File: src/rtl/exc_pkg.sv
// Shared types and constants for the LEGv8 exception controller.
package exc_pkg;

  typedef enum logic [1:0] {
    RUN     = 2'd0,
    FLUSH   = 2'd1,
    HANDLER = 2'd2
  } exc_state_t;

  localparam int unsigned ESR_W = 4;

  localparam logic [ESR_W-1:0] ESR_NONE  = 4'b0000;
  localparam logic [ESR_W-1:0] ESR_IRQ   = 4'b0001;
  localparam logic [ESR_W-1:0] ESR_UNDEF = 4'b0010;

  localparam logic [63:0] EXC_VECTOR_DEFAULT = 64'hD8;

endpackage

File: src/rtl/exc_flush_cnt.sv
// Down-counter timing the pipeline flush window; done marks the last flush cycle.
module exc_flush_cnt #(
  parameter int unsigned FLUSH_CYCLES = 3
) (
  input  logic clk,
  input  logic reset,
  input  logic load,
  input  logic en,
  output logic done_c
);

  localparam int unsigned CW = $clog2(FLUSH_CYCLES) + 1;

  logic [CW-1:0] cnt;

  // Loaded with FLUSH_CYCLES-1 so that zero coincides with the final flush cycle.
  always_ff @(posedge clk) begin
    if (reset) begin
      cnt <= '0;
    end else if (load) begin
      cnt <= CW'(FLUSH_CYCLES - 1);
    end else if (en && (cnt != '0)) begin
      cnt <= cnt - CW'(1);
    end
  end

  assign done_c = (cnt == '0);

endmodule

File: src/rtl/exception_ctrl.sv
// Exception entry/return sequencer: captures ELR/ESR, flushes, redirects to the handler
// and back on ERET. Build option EXC_LATCH_IRQ_EN keeps ExtIRQ seen outside RUN pending.
module exception_ctrl
  import exc_pkg::*;
#(
  parameter int unsigned  N            = 64,
  parameter logic [N-1:0] EXC_VECTOR   = N'(EXC_VECTOR_DEFAULT),
  parameter int unsigned  FLUSH_CYCLES = 3
) (
  input  logic             clk,
  input  logic             reset,
  input  logic             InstrValid,
  input  logic             NotAnInstr,
  input  logic [ESR_W-1:0] EStatus,
  input  logic             ERet,
  input  logic             ExtIRQ,
  input  logic [N-1:0]     PC_dec,
  output logic             Flush,
  output logic             Redirect,
  output logic [N-1:0]     RedirectPC,
  output logic [N-1:0]     ELR,
  output logic [ESR_W-1:0] ESR,
  output logic             InHandler,
  output logic             DFault
);

  exc_state_t       state, state_nxt;
  logic [N-1:0]     elr_nxt;
  logic [ESR_W-1:0] esr_nxt;
  logic             dfault_nxt;
  logic             cnt_load;
  logic             flush_done;
  logic             take_undef;
  logic             irq_req;

  assign take_undef = InstrValid && NotAnInstr;

`ifdef EXC_LATCH_IRQ_EN
  logic irq_pending, irq_pending_nxt;

  assign irq_req = ExtIRQ || irq_pending;

  // Hold any IRQ that cannot be taken now; a taken IRQ clears it.
  always_comb begin
    irq_pending_nxt = 1'b0;
    if ((state != RUN) || take_undef) begin
      irq_pending_nxt = irq_pending || ExtIRQ;
    end
  end

  always_ff @(posedge clk) begin
    if (reset) begin
      irq_pending <= 1'b0;
    end else begin
      irq_pending <= irq_pending_nxt;
    end
  end
`else
  assign irq_req = ExtIRQ;
`endif

  exc_flush_cnt #(
    .FLUSH_CYCLES(FLUSH_CYCLES)
  ) u_flush_cnt (
    .clk   (clk),
    .reset (reset),
    .load  (cnt_load),
    .en    (state == FLUSH),
    .done_c(flush_done)
  );

  // Next state, register updates, and the Moore/Mealy redirect outputs.
  always_comb begin
    state_nxt  = state;
    elr_nxt    = ELR;
    esr_nxt    = ESR;
    dfault_nxt = DFault;
    cnt_load   = 1'b0;
    Flush      = 1'b0;
    Redirect   = 1'b0;
    RedirectPC = '0;

    case (state)
      RUN: begin
        if (take_undef) begin
          elr_nxt   = PC_dec;
          esr_nxt   = EStatus;
          cnt_load  = 1'b1;
          state_nxt = FLUSH;
        end else if (irq_req) begin
          elr_nxt   = PC_dec;
          esr_nxt   = ESR_IRQ;
          cnt_load  = 1'b1;
          state_nxt = FLUSH;
        end
      end
      FLUSH: begin
        Flush = 1'b1;
        if (flush_done) begin
          Redirect   = 1'b1;
          RedirectPC = EXC_VECTOR;
          state_nxt  = HANDLER;
        end
      end
      HANDLER: begin
        if (InstrValid && ERet) begin
          Flush      = 1'b1;
          Redirect   = 1'b1;
          RedirectPC = ELR;
          esr_nxt    = ESR_NONE;
          state_nxt  = RUN;
        end else if (take_undef) begin
          dfault_nxt = 1'b1;
        end
      end
      default: state_nxt = RUN;
    endcase
  end

  always_ff @(posedge clk) begin
    if (reset) begin
      state     <= RUN;
      ELR       <= '0;
      ESR       <= ESR_NONE;
      DFault    <= 1'b0;
      InHandler <= 1'b0;
    end else begin
      state     <= state_nxt;
      ELR       <= elr_nxt;
      ESR       <= esr_nxt;
      DFault    <= dfault_nxt;
      InHandler <= (state_nxt == HANDLER);
    end
  end

endmodule

File: config.mk
export PLATFORM = sky130hd
export DESIGN_NAME = exception_ctrl
export DESIGN_NICKNAME = d
export VERILOG_FILES = /design/src/rtl/exc_pkg.sv /design/src/rtl/exc_flush_cnt.sv /design/src/rtl/exception_ctrl.sv
export SDC_FILE = /design/constraint.sdc
export NUM_CORES = 1
export LEC_CHECK = 0
export ABC_AREA = 0
export CORE_ASPECT_RATIO = 1.75
export CORE_MARGIN = 2
export CORE_UTILIZATION = 39
export DETAILED_ROUTE_END_ITERATION = 8
export PLACE_DENSITY_LB_ADDON = 0.1
export SKIP_CTS_REPAIR_TIMING = 1
export SYNTH_ARGS = -nofsm -noshare
export SYNTH_HDL_FRONTEND = slang
export SYNTH_HIERARCHICAL = 1
export SYNTH_SLANG_ARGS = --single-unit
File: constraint.sdc
create_clock -name clk -period 2.3 [get_ports clk]
set_clock_uncertainty 0.15 [all_clocks]
set_input_delay 0.46 -clock clk [delete_from_list [all_inputs] [get_ports clk]]
set_output_delay 0.46 -clock clk [all_outputs]
set_load 0.005 [all_outputs]
==> flow_metrics.py, run 1 <==
metrics = {
    "place": {
        "dp.cells": 751,
        "dp_hpwl_mm": 8.482,
        "port_buffers": 209,
        "routabilityCongestion": 0.8145,
    },
    "synthesis": {
        "synth_cell_types": 36,
        "yosys_warnings": 6,
        "synthCells": 430,
        "yosysTopAreaCellShare_pct": 40.68,
        "synth_largest_area_cell": "dfxtp_1",
        "netlist_top_cells_area": "dfxtp_1 41%, a21oi_2 12%, and3_1 10%",
        "synth_nets": 510,
        "syn_area_per_cell_um2": 8.584,
        "ys_ff_latch": 75,
        "synth-seq-area-share_pct": 40.68,
        "syn_area_um2": 3691,
    },
    "critical_path": {
        "worstSetupPathType": "flip-flop to output port",
        "ff2ff_setup_slack_ps": 450,
        "cp.arrival_ps": 1810,
        "path_delay_family": "buffers and inverters",
        "reg2reg_to": "ESR[2]",
        "r2r_cells": 7,
        "cp.required_ps": 1690,
        "cp.buffers_inverters": 7,
        "crit_path_max_fanout": 4,
        "path_cells": "inv_4 -> ha_4 -> inv_4 -> nor2_4 -> buf_6 -> buf_6 -> buf_4 -> o21ai_4 -> buf_6 -> nor2_1 -> clkbuf_2",
        "cp_slowest_stage_delay_ps": 330,
        "r2r-start": "state[0]",
        "end_kind": "output port",
        "crit_path_top_delay_cell": "dfxtp_2",
        "cpMostUsedCell": "buf_6",
        "crit_path_start_kind": "flip-flop",
    },
    "timing": {
        "worst_pin_slew_ps": 427.9,
        "setup_viol": 34,
        "relSlewSlack_pct": 71.48,
        "fin_tns_setup_ps": -987.6,
        "holdWs_ps": 315.6,
        "fin_crit_ps": 2424,
        "fin_ws_ps": -123.9,
        "fmax_ghz": 0.4126,
        "finalCritPeriodShare_pct": 105.4,
        "slew_violations": 0,
        "hold_viol": 0,
        "rsz0062_at_grt": "yes",
    },
    "clocking": {
        "insertion_delay_ps": 330,
        "clkTransAtPathRegs_ps": 60,
        "h-tree-depth": 3,
        "ctsRootBufferMaster": "clkbuf_16",
        "cts_tree": "done",
        "clock_sinks": 75,
        "cts_buffer_depth": 2,
        "numCtsBuffers": 9,
    },
    "global_route": {
        "antenna_found_initial": 0,
        "gr-usage-all-layers_pct": 22.60,
        "grt_max_degree": 36,
        "grt_pass1_wl_mm": 18.79,
        "grt_pass1_vias": 3825,
        "grt_overflow": 0,
    },
    "finish": {
        "nets": 736,
        "mostFrequentLayoutCells": "140 x clkdlybuf4s50_1, 79 x nand2_1, 71 x dfxtp_1",
        "fillCellCount": 763,
        "antennaDiodeCount": 0,
        "instances_no_fill": 783,
        "area.growth.synth_to_final_pct": 76.31,
        "final_util_pct": 69.60,
        "final_common_cell": "clkdlybuf4s50_1",
        "drive_gt1_share_pct": 34.64,
    },
    "floorplan": {
        "row_count": 47,
        "die_area_um2": 10290,
        "pin_count": 210,
        "chipWidth_um": 77.54,
        "core_area_um2": 9350,
        "start_util_pct": 39.48,
        "fp.dieH_um": 132.7,
    },
    "route": {
        "dr.pass1.iters": 4,
        "drt_iter0_drc": 214,
        "drc": 0,
        "vias": 3863,
        "routed_wl_mm": 12.88,
        "avgViaCountPerCell": 4.934,
        "final_antenna_net_count": 0,
        "routedWlPerCell_um": 16.45,
    },
    "power_and_ir_drop": {
        "power_mw": 4.843,
        "vdd_drop_max_mv": 0.5167,
        "power_density_nw_per_um2": 744.3,
        "power.leakage_nw": 3.170,
    },
    "min_path": {
        "min_from": "ELR[24]",
        "min_path_cells": 2,
        "holdPathEnd": "ELR[24]",
        "hold_class": "flip-flop to flip-flop",
    },
    "outcome": {
        "status": "finished with violations",
        "violations": "setup timing",
    },
    "run": {
        "maxCapViolCount": 0,
    },
}
[Yosys cell counts]
cell type	count
nor4_2	1
a211o_1	1
o21a_1	1
inv_1	9
nor2_2	1
nor3b_2	1
buf_4	1
nor2b_4	1
nor2_4	1
ha_1	6
nand2_1	80
o21ai_0	5
nand2_2	50
nor3_1	2
nand2b_4	1
buf_12	6
a21o_1	1
a311oi_1	1
o2111ai_1	1
a211oi_2	1
buf_6	1
a21oi_1	20
buf_2	6
a31oi_1	1
and3_1	59
nor2_1	13
a21oi_2	51
xnor2_1	1
nor2b_1	2
nand4_1	3
clkinv_2	1
clkbuf_1	21
and2_1	2
a2111oi_2	1
dfxtp_1	75
a221oi_1	2
[state kept, by name, summed over array words and instances (netlist names)]
signal,count
DFault,1
ESR,4
ELR,64
InHandler,1
u_flush_cnt/cnt,3
state,2
[layout make-up]
class                      instances  area (µm²)  share of cell area [%]
clock buffer                      10       239.0                   3.672
clock inverter                     6       88.84                   1.365
inverter                          10       43.79                  0.6729
multi-input combinational        310        1979                   30.42
sequential                        75        1509                   23.19
tap                              122       152.6                   2.346
timing repair buffer             250        2495                   38.34
[worst min-delay path: stages, from the launching register on]
cell and delay (ps):
dfxtp_1 310, nand2_1 50, a21oi_1 50
[through the flow]
stage          cell area, µm²  worst slack (ps)
3_5_place_dp             5986            -428.5
5_1_grt                  6507            -187.7
4_1_cts                  6314            -575.8
2_1_floorplan            3691             184.9
3_3_place_gp             5986            -387.3
6_report                 6507            -123.9
[kinds of logic after synthesis]
| family | Yosys count | share of synthesized area [%] |
|---|---|---|
| flip-flops | 75 | 40.68 |
| AO/OA/AOI/OAI | 86 | 18.00 |
| adder cells (fa/ha/maj) | 6 | 2.034 |
| AND/OR/NAND/NOR | 217 | 31.29 |
| buffers and inverters | 45 | 7.763 |
| XOR/XNOR | 1 | 0.2373 |
[layer usage]
metal	vias to the layer above	wire length [µm]	global-route usage [%]
li1	1882	-	-
met1	1812	4816	24.44
met2	141	6945	41.64
met3	28	613	5.048
met4	0	503	9.226
met5	-	0	0
[worst max path at each step]
stage	startpoint	to	slack (ps)	depth (start not counted)
3_3_place_gp	InstrValid	RedirectPC[43]	-390	6
4_1_cts	u_flush_cnt/cnt[0]	RedirectPC[4]	-580	7
6_report	state[0]	RedirectPC[4]	-120	11
5_1_grt	state[0]	RedirectPC[4]	-190	11
2_1_floorplan	u_flush_cnt/cnt[0]	RedirectPC[3]	180	7
3_5_place_dp	InstrValid	RedirectPC[4]	-430	6
[power breakdown]
group / switching [mW] / internal (mW) / leakage (nW)
Sequential: 0.132 / 1.47 / 0.619
Clock: 0.554 / 0.979 / 0.155
Combinational: 0.825 / 0.883 / 2.40
Total: 1.51 / 3.33 / 3.17
No activity file was read; power rests on OpenSTA's default activity.
==> inputs of run 2 (changes only) <==
- ABC_AREA: 0 -> 1
- CORE_UTILIZATION: 39 -> 37
==> run 2 against run 1 <==
Compared with the run above: register-to-register slack improved by 60 ps; largest power group is now registers; largest cell class unchanged; design area fell by 4.6%; combinational power fell by 4%; area after synthesis fell by 6.7%; maximum frequency fell by 2.5%; critical endpoint is now RedirectPC[6]; the run still ends with setup timing left; count of clock-buffer cells in the layout rose by 2.
==> flow_metrics.py, run 2 <==
metrics = {
    "floorplan": {
        "die_area_um2": 10120,
        "chipWidth_um": 76.93,
        "core_area_um2": 9036,
        "pin_count": 210,
        "row_count": 46,
        "start_util_pct": 38.11,
        "fp.dieH_um": 131.6,
    },
    "route": {
        "avgViaCountPerCell": 4.823,
        "routed_wl_mm": 12.67,
        "vias": 4157,
        "dr.pass1.iters": 5,
        "final_antenna_net_count": 0,
        "routedWlPerCell_um": 14.69,
        "drt_iter0_drc": 190,
        "drc": 0,
    },
    "power_and_ir_drop": {
        "p_sw_mw": 1.407,
        "p_comb_share_pct": 36.1,
        "vdd_drop_max_mv": 0.4411,
        "p_clk_share_pct": 27.8,
        "power_density_nw_per_um2": 738.8,
        "swShare_pct": 30.66,
        "power.leakage_nw": 3.057,
        "power.internal_mw": 3.181,
        "seqPwrFrac_pct": 36.1,
    },
    "critical_path": {
        "worstSetupPathType": "flip-flop to output port",
        "cp.arrival_ps": 1880,
        "cp.required_ps": 1690,
        "crit_path_max_fanout": 5,
        "end_kind": "output port",
        "path_cells": "buf_4 -> ha_4 -> nand3_4 -> nand2_1 -> nand2_2 -> nor2_1 -> clkdlybuf4s50_1",
        "cp_slowest_stage_delay_ps": 500,
        "crit_path_start_kind": "flip-flop",
        "crit_path_top_delay_cell": "clkdlybuf4s50_1",
    },
    "timing": {
        "hold_viol": 0,
        "setup_viol": 3,
        "slew_violations": 0,
        "fin_crit_ps": 2487,
        "holdWs_ps": 318.9,
        "worst_pin_slew_ps": 305.8,
        "fmax_ghz": 0.4022,
        "finalCritPeriodShare_pct": 108.1,
        "relSlewSlack_pct": 79.56,
        "fin_ws_ps": -186.5,
        "rsz0062_at_grt": "yes",
    },
    "min_path": {
        "hold_class": "flip-flop to flip-flop",
    },
    "synthesis": {
        "yosys_warnings": 6,
        "synth_nets": 599,
        "synth-seq-area-share_pct": 43.60,
        "syn_area_um2": 3443,
        "synth_cell_types": 19,
        "synth_common_cells": "200 x nor2_1, 86 x nand2_1, 75 x dfxtp_1, 60 x o21ai_1, 20 x inv_1",
        "ys.flop_type": "dfxtp_1",
        "synth_most_common_cell": "nor2_1",
        "synth_largest_area_cell": "dfxtp_1",
        "syn_area_per_cell_um2": 6.634,
        "ys_ff_latch": 75,
        "async_reset_ff_share_pct": 0,
        "synth-edff-count": 0,
        "synthCells": 519,
        "netlist_top_cells_area": "dfxtp_1 44%, nor2_1 22%, nand2_1 9.4%",
        "yosysTopAreaCellShare_pct": 43.60,
    },
    "clocking": {
        "h-tree-depth": 3,
        "numCtsBuffers": 9,
        "ctsRootBufferMaster": "clkbuf_16",
        "clkTransAtPathRegs_ps": 60,
        "clock_sinks": 75,
        "cts_tree": "done",
        "insertion_delay_ps": 330,
        "cts_buffer_depth": 2,
    },
    "place": {
        "routabilityCongestion": 0.7564,
        "dp_hpwl_mm": 8.719,
        "port_buffers": 209,
    },
    "finish": {
        "mostFrequentLayoutCells": "197 x nor2_1, 144 x clkdlybuf4s50_1, 83 x nand2_1",
        "antennaDiodeCount": 0,
        "final_common_cell": "nor2_1",
        "area.growth.synth_to_final_pct": 80.38,
        "reg_top3": "ELR x64, ESR x4, u_flush_cnt/cnt x3",
        "drive_gt1_share_pct": 14.82,
        "nets": 819,
        "regMostFlops": "ELR",
        "largest_reg_flops": 64,
        "final_util_pct": 68.73,
    },
    "global_route": {
        "gr-usage-all-layers_pct": 22.37,
        "grt_overflow": 0,
        "grt_max_degree": 43,
        "grt_pass1_vias": 3810,
        "antenna_found_initial": 0,
        "grt_pass1_wl_mm": 18.20,
    },
    "outcome": {
        "violations": "setup timing",
        "status": "finished with violations",
    },
    "run": {
        "maxCapViolCount": 0,
    },
}
-- run 2: power by group through the flow --
stage               Sequential (mW)  Combinational, mW  Clock, mW
global placement               1.67               1.36          0
detailed placement             1.68               1.38          0
global route                   1.68               1.80       1.36
finish                         1.66               1.65       1.28
floorplan                      1.66              0.685          0
CTS                            1.65               1.39       1.30
-- run 2: per-layer routing --
metal	vias to the layer above	GRT usage (%)	wire, µm
met5	-	0	0
met4	0	9.899	276
met3	20	5.014	763
met2	152	42.69	7056
met1	1934	22.44	4569
li1	2051	-	-
-- run 2: cells by family after synthesis --
family,count (synthesis),share of synthesized area (%)
AND/OR/NAND/NOR,302,33.61
AO/OA/AOI/OAI,78,11.45
flip-flops,75,43.60
buffers and inverters,58,9.157
adder cells (fa/ha/maj),6,2.180
-- run 2: final cells by class --
class                   instances  area, µm²
multi-input cells             386       1720
repair buffers                243       2474
flip-flops and latches         75       1505
fillers                       798       2825
well taps                     120      150.1
inverters                      24      92.59
clock buffers                  12      256.5
clock inverters                 2      12.51
-- run 2: through the flow --
stage | cell area [µm²] | setup TNS, ps | power, mW | setup slack, ps | instances
6_report | 6211 | -546.7 | 4.588 | -186.5 | 862
4_1_cts | 5989 | -24600 | 4.340 | -419.0 | 848
5_1_grt | 6211 | -1751 | 4.841 | -297.5 | 862
2_1_floorplan | 3443 | 0 | 2.348 | 344.9 | 519
3_3_place_gp | 5720 | -16850 | 3.027 | -276.5 | 834
3_5_place_dp | 5720 | -18310 | 3.058 | -313.6 | 834
-- run 2: critical path, delay by kind of cell (launching register included) --
kind          cells  cell delay [ps]
flops             1              340
buf+inv           2              630
simple gates      4              430
fa+ha+maj         1              140
-- run 2: final timing paths --
kind              slack [ps]  depth (start not counted)            endpoint          startpoint
setup / recovery        -190                          7       RedirectPC[6]            state[1]
hold / removal           320                          2  u_flush_cnt/cnt[2]  u_flush_cnt/cnt[2]
setup reg to reg         510                          9              ESR[0]            state[1]
hold reg to reg          320                          2  u_flush_cnt/cnt[2]  u_flush_cnt/cnt[2]
==> patch: new RTL, settings of run 1 <==
Build with the macro `EXC_LATCH_IRQ_EN` defined.
--- a/src/rtl/exception_ctrl.sv
+++ b/src/rtl/exception_ctrl.sv
@@ -1,4 +1,6 @@
 // Exception entry/return sequencer: captures ELR/ESR, flushes, redirects to the handler
 // and back on ERET. Build option EXC_LATCH_IRQ_EN keeps ExtIRQ seen outside RUN pending.
+`define EXC_LATCH_IRQ_EN
+
 module exception_ctrl
   import exc_pkg::*;
Formal check against the unedited RTL: not equivalent (Yosys sat finds a counterexample within 10 cycles, from zero or initial values and one cycle with reset high).
==> patch against run 1 <==
The flow still finishes with violations (negative setup slack). Setup slack lost 0.17 ns. Wire length grew 14%. Power grew 37%. Cell area grew 3.0%. First-iteration DRC count grew 17%. Sequential cell count grew 1. Core utilization grew 1.6 points. Synthesized area grew 1.2%.
==> patch: results (changes against run 1) <==
Outcome
  – Status: complete, but fails checks (unchanged)
  – Failing checks: negative setup slack (unchanged)

Yosys
  – Top cells by area, synth: dfxtp_1, and3_1, a21oi_2 (was dfxtp_1, a21oi_2, and3_1)
  – Synth cell types: 40 (was 36)
  – Synth Area per Inst: 8.37 um2 (was 8.58 um2)
  – Most frequent cells after synthesis: dfxtp_1, nand3_1, and3_1 (was nand2_1, dfxtp_1, and3_1)
  – Post-synthesis net count: 526 (was 510)
  – Sequential fraction of the synthesis area: 40.8% (was 40.7%)

Worst setup path
  – Critical Path Fanout Max: 7 (was 4)
  – CP max stage cell: clkdlybuf4s50_1 (was dfxtp_2)
  – CP peak stage delay: 0.51 ns (was 0.33 ns)
  – Crit path DAT: 1.98 ns (was 1.81 ns)

Clock network
  – Root Driver: clkbuf_16 (unchanged)

Global routing
  – Met2 Use GR: 43.9% (was 41.6%)
  – Total GRT Usage: 24.2% (was 22.6%)
  – Vias in the first global route: 3976 (was 3825)
  – Largest net degree at the start of global routing: 58 (was 36)
  – First-pass GRT wire length: 20100 um (was 18800 um)
  – GR Layer Usage met1: 27.2% (was 24.4%)
  – Met3 Track Usage GR: 4.67% (was 5.05%)

Place
  – Placer congestion estimate: 0.790 (was 0.815)
  – Port bufs: 209 (unchanged)
  – Hpwl dp: 9000 um (was 8480 um)
  – Placed cell count: 748 (was 751)

Finish
  – Layout cell share with drive strength beyond 1: 22.2% (was 34.6%)
  – # fillers: 773 (was 763)

Route
  – Wire per inst: 18.7 um (was 16.4 um)
  – Via density: 5.47 (was 4.93)

Timing
  – Slew margin rel.: 64.6% (was 71.5%)
  – Worst setup margin: -0.293 ns (was -0.124 ns)
  – Setup violations, final: 19 (was 34)

Power
  – Max VDD drop: 0.00100 V (was 0.000517 V)
  – Pleak: 0.00341 uW (was 0.00317 uW)
-- patch: cell types whose count changed after synthesis, sizes merged, moves of 3 or more --
cell    delta
nor2       -3
buf       +19
clkbuf     -4
a21oi      -6
nand3     +64
mux2i      +4
nand4      -3
nand2    -127
o21ai     +62
nand2b     +3
-- patch: path summary, 6_finish.rpt --
kind                            start  slack [ns]                              end  cells past startpoint
setup / recovery  state[0]$_SDFF_PP0_       -0.29                   RedirectPC[31]                      6
hold reg to reg   ESR[2]$_SDFFE_PP0P_        0.33              ESR[2]$_SDFFE_PP0P_                      2
hold / removal    ESR[2]$_SDFFE_PP0P_        0.33              ESR[2]$_SDFFE_PP0P_                      2
setup reg to reg  state[1]$_SDFF_PP0_        0.43  u_flush_cnt/cnt[1]$_SDFFE_PP0P_                      6
-- patch: logic make-up (layout without fill, tap and decap cells) --
| group | after synthesis | after routing | share of synthesized area (%) |
|---|---|---|---|
| AO/OA/AOI/OAI | 145 | 145 | 25.2 |
| XOR/XNOR | 1 | 1 | 0.235 |
| adder cells (fa/ha/maj) | 6 | 6 | 2.01 |
| buffers and inverters | 61 | 275 | 7.88 |
| flip-flops | 76 | 76 | 40.8 |
| multiplexers | 4 | 4 | 1.07 |
| AND/OR/NAND/NOR | 153 | 154 | 22.8 |
-- patch: power groups by stage --
stage | Sequential [uW] | Clock, uW | Combinational (uW)
2_1_floorplan | 1850 | 0 | 1570
3_3_place_gp | 1870 | 0 | 2770
3_5_place_dp | 1890 | 0 | 2850
4_1_cts | 1860 | 1530 | 2860
5_1_grt | 1920 | 1590 | 3480
6_report | 1880 | 1520 | 3220
-- patch: cell type report --
type / count / area (um2) / share of cell area, %
clock buffer: 12 / 246 / 3.68
clock inverter: 4 / 72.6 / 1.08
inverter: 11 / 43.8 / 0.654
multi-input combinational: 310 / 2040 / 30.5
sequential: 76 / 1530 / 22.8
tap: 122 / 153 / 2.28
timing repair buffer: 248 / 2610 / 39.0
-- patch: worst max-delay path, delay by kind of cell (launching register included) --
| family | cells | cell delay, ns |
|---|---|---|
| AND/OR/NAND/NOR | 2 | 0.43 |
| buffers and inverters | 3 | 0.75 |
| adder cells (fa/ha/maj) | 1 | 0.15 |
| flip-flops | 1 | 0.34 |
-- patch: metrics by stage --
stage	hold slack, ns	TNS [ns]	worst slack [ns]	instance area [um2]	util, %
5_1_grt	0.363	-4.03	-0.347	6700	71.2
6_report	0.330	-2.87	-0.293	6700	71.2
2_1_floorplan	0.315	0	0.294	3730	-
4_1_cts	0.333	-27.36	-0.453	6290	66.8
3_5_place_dp	0.319	-26.01	-0.437	5970	63.4
3_3_place_gp	0.317	-24.10	-0.402	5970	63.4
-- patch: routing by layer --
metal  wire length [um]  up-vias
met3                700       20
met5                  0        -
met1               5660     2110
li1                   -     2009
met4                361        0
met2               7930      147
